[src/rtl/scazator_serial_if.sv]
// scazator_serial_if -- bundle of the serial subtractor's request and result
// signals.
//   N         : operand width in bits
//   start     : request a subtraction (sampled on rising clk)
//   A, B, Bin : minuend, subtrahend, borrow-in (captured with start)
//   busy      : operation in progress (RUN or DONE)
//   S_ser     : serial difference bit, LSB first; 0 when S_vld is low
//   S_vld     : S_ser is valid this cycle
//   D         : registered parallel difference
//   Bout      : registered borrow-out
//   V         : registered two's-complement overflow flag
//   done      : one-cycle pulse, D/Bout/V valid
//   fsm_state : current FSM state (0 IDLE, 1 RUN, 2 DONE), for observation
// Handshake: start is only accepted while busy is low. It is a level sampled on
// a rising edge; while busy is high it is ignored and not queued. done pulses
// once per accepted start, unless the operation was aborted by reset.
interface scazator_serial_if #(
  parameter int N = 8
);
  logic         start;
  logic [N-1:0] A;
  logic [N-1:0] B;
  logic         Bin;
  logic         busy;
  logic         S_ser;
  logic         S_vld;
  logic [N-1:0] D;
  logic         Bout;
  logic         V;
  logic         done;
  logic [1:0]   fsm_state;

  modport master (
    output start, A, B, Bin,
    input  busy, S_ser, S_vld, D, Bout, V, done, fsm_state
  );

  modport slave (
    input  start, A, B, Bin,
    output busy, S_ser, S_vld, D, Bout, V, done, fsm_state
  );
endinterface

[src/rtl/scazator_serial.sv]
// scazator_serial -- bit-serial subtractor computing {Bout, D} = A - B - Bin.
// One difference bit is produced per cycle, LSB first, over N RUN cycles. The
// registered results are then presented with a one-cycle done pulse.
//   clk   : clock, rising edge
//   rst_n : asynchronous active-low reset
//   bus   : scazator_serial_if slave modport (request, serial and parallel results)
module scazator_serial #(
  parameter int N = 8
) (
  input  logic               clk,
  input  logic               rst_n,
  scazator_serial_if.slave   bus
);

  localparam int CW = $clog2(N);

  typedef enum logic [1:0] {
    IDLE = 2'd0,
    RUN  = 2'd1,
    DONE = 2'd2
  } state_t;

  state_t        state, state_nxt;
  logic [N-1:0]  ra, ra_nxt;
  logic [N-1:0]  rb, rb_nxt;
  logic          br, br_nxt;
  logic [CW-1:0] cnt, cnt_nxt;
  logic          msb_a, msb_a_nxt;
  logic          msb_b, msb_b_nxt;
  logic [N-1:0]  d_q, d_nxt;
  logic          bout_q, bout_nxt;
  logic          v_q, v_nxt;

  logic          diff_bit;
  logic          borrow;

  // Full subtractor on the current LSBs.
  assign diff_bit = ra[0] ^ rb[0] ^ br;
  assign borrow   = (~ra[0] & rb[0]) | (~ra[0] & br) | (rb[0] & br);

  always_ff @(posedge clk or negedge rst_n) begin
    if (!rst_n) begin
      state  <= IDLE;
      ra     <= '0;
      rb     <= '0;
      br     <= 1'b0;
      cnt    <= '0;
      msb_a  <= 1'b0;
      msb_b  <= 1'b0;
      d_q    <= '0;
      bout_q <= 1'b0;
      v_q    <= 1'b0;
    end else begin
      state  <= state_nxt;
      ra     <= ra_nxt;
      rb     <= rb_nxt;
      br     <= br_nxt;
      cnt    <= cnt_nxt;
      msb_a  <= msb_a_nxt;
      msb_b  <= msb_b_nxt;
      d_q    <= d_nxt;
      bout_q <= bout_nxt;
      v_q    <= v_nxt;
    end
  end

  always_comb begin
    state_nxt = state;
    ra_nxt    = ra;
    rb_nxt    = rb;
    br_nxt    = br;
    cnt_nxt   = cnt;
    msb_a_nxt = msb_a;
    msb_b_nxt = msb_b;
    d_nxt     = d_q;
    bout_nxt  = bout_q;
    v_nxt     = v_q;

    unique case (state)
      IDLE: begin
        if (bus.start) begin
          state_nxt = RUN;
          ra_nxt    = bus.A;
          rb_nxt    = bus.B;
          br_nxt    = bus.Bin;
          cnt_nxt   = '0;
          msb_a_nxt = bus.A[N-1];
          msb_b_nxt = bus.B[N-1];
        end
      end
      RUN: begin
        // ra doubles as the result register: the minuend bit consumed each
        // cycle frees its MSB slot for the new difference bit. After N shifts
        // ra holds the complete difference.
        ra_nxt  = {diff_bit, ra[N-1:1]};
        rb_nxt  = {1'b0, rb[N-1:1]};
        br_nxt  = borrow;
        cnt_nxt = cnt + CW'(1);
        if (cnt == CW'(N - 1)) begin
          state_nxt = DONE;
          // The last difference bit is the MSB of D.
          d_nxt     = {diff_bit, ra[N-1:1]};
          bout_nxt  = borrow;
          v_nxt     = (msb_a ^ msb_b) & (msb_a ^ diff_bit);
        end
      end
      DONE: begin
        state_nxt = IDLE;
      end
      default: begin
        state_nxt = IDLE;
      end
    endcase
  end

  assign bus.busy      = (state != IDLE);
  assign bus.S_vld     = (state == RUN);
  assign bus.S_ser     = (state == RUN) & diff_bit;
  assign bus.done      = (state == DONE);
  assign bus.D         = d_q;
  assign bus.Bout      = bout_q;
  assign bus.V         = v_q;
  assign bus.fsm_state = state;

endmodule

[src/flat_wrapper.sv]
// flat-port wrapper written by rule: the top's interface ports become plain ports
module scazator_serial_flat 
#(
  parameter int N = 8
)
  (clk, rst_n, bus_start, bus_A, bus_B, bus_Bin, bus_busy, bus_S_ser, bus_S_vld, bus_D, bus_Bout, bus_V, bus_done, bus_fsm_state);
  scazator_serial_if #(.N(N)) bus_i ();
  input  logic clk;
  input  logic rst_n;
  input wire logic [$bits(bus_i.start)-1:0] bus_start;
  input wire logic [$bits(bus_i.A)-1:0] bus_A;
  input wire logic [$bits(bus_i.B)-1:0] bus_B;
  input wire logic [$bits(bus_i.Bin)-1:0] bus_Bin;
  output wire logic [$bits(bus_i.busy)-1:0] bus_busy;
  output wire logic [$bits(bus_i.S_ser)-1:0] bus_S_ser;
  output wire logic [$bits(bus_i.S_vld)-1:0] bus_S_vld;
  output wire logic [$bits(bus_i.D)-1:0] bus_D;
  output wire logic [$bits(bus_i.Bout)-1:0] bus_Bout;
  output wire logic [$bits(bus_i.V)-1:0] bus_V;
  output wire logic [$bits(bus_i.done)-1:0] bus_done;
  output wire logic [$bits(bus_i.fsm_state)-1:0] bus_fsm_state;
  assign bus_i.start = bus_start;
  assign bus_i.A = bus_A;
  assign bus_i.B = bus_B;
  assign bus_i.Bin = bus_Bin;
  assign bus_busy = bus_i.busy;
  assign bus_S_ser = bus_i.S_ser;
  assign bus_S_vld = bus_i.S_vld;
  assign bus_D = bus_i.D;
  assign bus_Bout = bus_i.Bout;
  assign bus_V = bus_i.V;
  assign bus_done = bus_i.done;
  assign bus_fsm_state = bus_i.fsm_state;
  scazator_serial #(.N(N)) u_core (.clk(clk), .rst_n(rst_n), .bus(bus_i));
endmodule
[config.mk]
export PLATFORM = sky130hd
export DESIGN_NAME = scazator_serial_flat
export DESIGN_NICKNAME = d
export VERILOG_FILES = /design/src/rtl/scazator_serial_if.sv /design/src/rtl/scazator_serial.sv /design/src/flat_wrapper.sv
export SDC_FILE = /design/constraint.sdc
export NUM_CORES = 1
export LEC_CHECK = 0
export CELL_PAD_IN_SITES_DETAIL_PLACEMENT = 0
export CELL_PAD_IN_SITES_GLOBAL_PLACEMENT = 1
export CORE_MARGIN = 4
export CORE_UTILIZATION = 41
export DETAILED_ROUTE_END_ITERATION = 8
export PLACE_DENSITY = 0.9
export SYNTH_ARGS = -nofsm -noshare
export SYNTH_HDL_FRONTEND = slang
export SYNTH_SLANG_ARGS = --single-unit
[constraint.sdc]
create_clock -name clk -period 4.3 [get_ports clk]
set_input_delay 0.43 -clock clk [delete_from_list [all_inputs] [get_ports clk]]
set_output_delay 0.43 -clock clk [all_outputs]
set_load 0.02 [all_outputs]
==> impl_metrics.ini <==
[critical_path]
slowest_delay_ns = 0.86
critPathArrivalTime_ns = 2.13
endpoint_kind = output pin
cp_max_fo = 25
crit_slowest_cell = dfrtp_1
crit_chain = nand2b_1, nor2_1, clkdlybuf4s50_1
worstPathRequired_ns = 3.87
worstSetupPathType = reg -> out
crit_path_start_kind = flip-flop
crit_buf_inv = 1
cp_top_family = flip-flops

[route]
via_per_inst = 5.233
wl_per_cell_microns = 14.87
drc = 0
dr_total_vias = 1125
ant_nets = 0
routed_wl_mm = 3.198
firstDrtPassIters = 5
drt_iter0_drc = 107

[global_routing]
grt_usage_pct = 14.93
grt_overflow_total = 0
grt_pass1_wl_mm = 5.126
grt_max_degree = 35
grt_pass1_vias = 1117
antenna_found_initial = 0

[finish]
ff_latch_area_sq_um = 850.8
n_antenna_cell = 0
fill_cells = 292
syn2layout_area_growth_pct = 30.46
drive_above_1_share_pct = 13.02
stdcell_area_sq_um = 1967
multi_input_area_sq_um = 579.3
nets = 191

[yosys]
ys_seq_area_share_pct = 56.43
yosysWarnings = 0
yosysTopAreaCell = dfrtp_1
ys_types = 25
synthTopCellsByArea = dfrtp_1, a22oi_1, o21ai_0, mux2_4, nand2_1
syn_inst = 133
synth_top_area_share_pct = 56.43
ys_ff_latch = 34
syn_area_sq_um = 1508
syn_nets = 156
avgSynthCellArea_sq_um = 11.34

[placed_design]
post_dp_cell_area_sq_um = 1872
gp_congestion = 0.7487
portBuffers = 35
dp_hpwl_mm = 2.164

[sta]
post-route-period-util_pct = 59.43
finalHoldViolations = 0
whs_ns = 0.4832
slew_headroom_pct = 25.96
rsz0062_at_grt = false
tightest_slew_ns = 1.108
skew_ns = 0.004773
setup_tns_ns = 0
setup_viol = 0
finalCriticalPeriod_ns = 2.556
maxSlewViolCount = 0
max_freq_mhz = 391.3

[clock_network]
clk_pin_slew_ns = 0.07
insertion_delay_ns = 0.28
cts_setup_buffers = 0
clockBufferDepth = 2
cts_root_buf = clkbuf_8
cts_resized = 0
cts_tree = built
cts.sinks = 34
cts_buffers = 5
cts.hold.buffers_added = 0
h-tree-depth = 2

[die]
io_pins = 36
core_sq_um = 3442
start_util_pct = 43.80
fp-row-count = 21
fp.dieH_microns = 68.64
die-area_sq_um = 4711
die_w_microns = 68.64

[power]
ir_worst_vdd_v = 0.0003034
p_leak_uw = 0.0008628
clockPowerShare_pct = 16.7
p_sw_uw = 525.1
internal_power_uw = 909.0
p_per_area_nw_per_um2 = 729.1
combinationalPowerShare_pct = 42.6
pwr-share-seq_pct = 40.7
swShare_pct = 36.61

[status]
status = finished, final reports clean

[job]
maxCapViolations = 0

[worst_hold_path]
hold_path.class = reg -> reg
-- cells in the mapped netlist --
cell type  instances
o21ai_0           17
buf_4              4
o21bai_1           1
nor2b_1            3
nor2_2             1
clkbuf_1           2
dfrtp_1           34
mux2_2             5
inv_1              5
mux2_4             5
a22o_1             3
nand2_1           19
nand3b_2           1
o21ai_1            2
a21oi_1            4
buf_2              1
buf_6              1
ha_1               2
or2_1              1
a22oi_1           14
clkbuf_2           1
nand2b_1           1
fa_1               1
nor2_1             3
and3b_1            2
-- per-stage QoR --
step	setup WS, ns	power, uW	cells	utilization (%)
floorplan	2.641	964.0	133	-
global placement	2.070	1181	207	54.38
detailed placement	1.971	1200	207	54.38
CTS	1.756	1448	215	57.14
global route	1.586	1537	215	57.14
finish	1.744	1434	215	57.14
-- layer usage --
metal	share of wire, %	global-route usage [%]
met1	41	17.46
met3	5.3	4.214
met4	1.4	5.955
met5	0	0
met2	52	25.63
-- flip-flops by register name (all words and copies together) (netlist names) --
signal	cells
u_core.br	1
u_core.bus.Bout	1
u_core.cnt	3
u_core.msb_b	1
u_core.bus.D	8
u_core.rb	8
u_core.ra	8
u_core.msb_a	1
u_core.bus.fsm_state	2
u_core.bus.V	1
-- power groups by stage --
stage | registers, uW | clock network (uW) | logic [uW]
after detailed placement | 588 | 0 | 613
final | 584 | 240 | 610
after global placement | 585 | 0 | 596
after global routing | 602 | 263 | 672
after CTS | 582 | 247 | 618
after floorplan | 602 | 0 | 362
-- cell usage in the layout (no fill, tap or decap), types with 2 or more instances in the layout --
cell type,count
a21oi_1,4
a22o_1,3
a22oi_1,14
and3b_1,2
buf_4,2
clkbuf_8,6
clkdlybuf4s50_1,35
dfrtp_1,34
ha_1,2
inv_1,5
mux2_2,5
mux2_4,5
nand2_1,19
nor2_1,3
nor2b_1,3
o21ai_0,17
o21ai_1,2
-- kinds of logic after synthesis --
| kind of cell | count (synthesis) | share of synthesized area [%] |
|---|---|---|
| adder cells (fa/ha/maj) | 3 | 2.987 |
| flip-flops | 34 | 56.43 |
| AO/OA/AOI/OAI | 41 | 16.85 |
| buffers and inverters | 14 | 5.145 |
| AND/OR/NAND/NOR | 31 | 9.877 |
| multiplexers | 10 | 8.713 |
-- layout make-up --
| type | count | share of cell area [%] |
|---|---|---|
| clock buffer | 6 | 4.198 |
| clock inverter | 2 | 0.6361 |
| inverter | 5 | 0.9542 |
| multi-input combinational | 85 | 29.45 |
| sequential | 34 | 43.26 |
| tap | 46 | 2.926 |
| timing repair buffer | 37 | 18.58 |
-- final timing paths --
path / slack (ns) / startpoint / to / cells after the start
worst min-delay path: 0.48 / u_core.bus.D[7]$_DFFE_PN0P_ / u_core.bus.D[7]$_DFFE_PN0P_ / 2
worst max-delay path: 1.74 / u_core.bus.fsm_state[0]$_DFFE_PN0P_ / bus_S_ser / 3
worst min register to register: 0.48 / u_core.bus.D[7]$_DFFE_PN0P_ / u_core.bus.D[7]$_DFFE_PN0P_ / 2
worst max register to register: 2.12 / u_core.bus.fsm_state[0]$_DFFE_PN0P_ / u_core.rb[4]$_DFFE_PN0P_ / 3
max in group asynchronous: 3.44 / rst_n / u_core.cnt[0]$_DFFE_PN0P_ / 2
min in group asynchronous: 0.56 / rst_n / u_core.bus.D[0]$_DFFE_PN0P_ / 2
-- worst register-to-register path: stages, from the launching register on --
cell and delay, ns:
dfrtp_1 0.68, nor2b_1 0.99, a22oi_1 0.16, o21ai_0 0.26
Note: power is estimated with default switching activity, not from simulation.
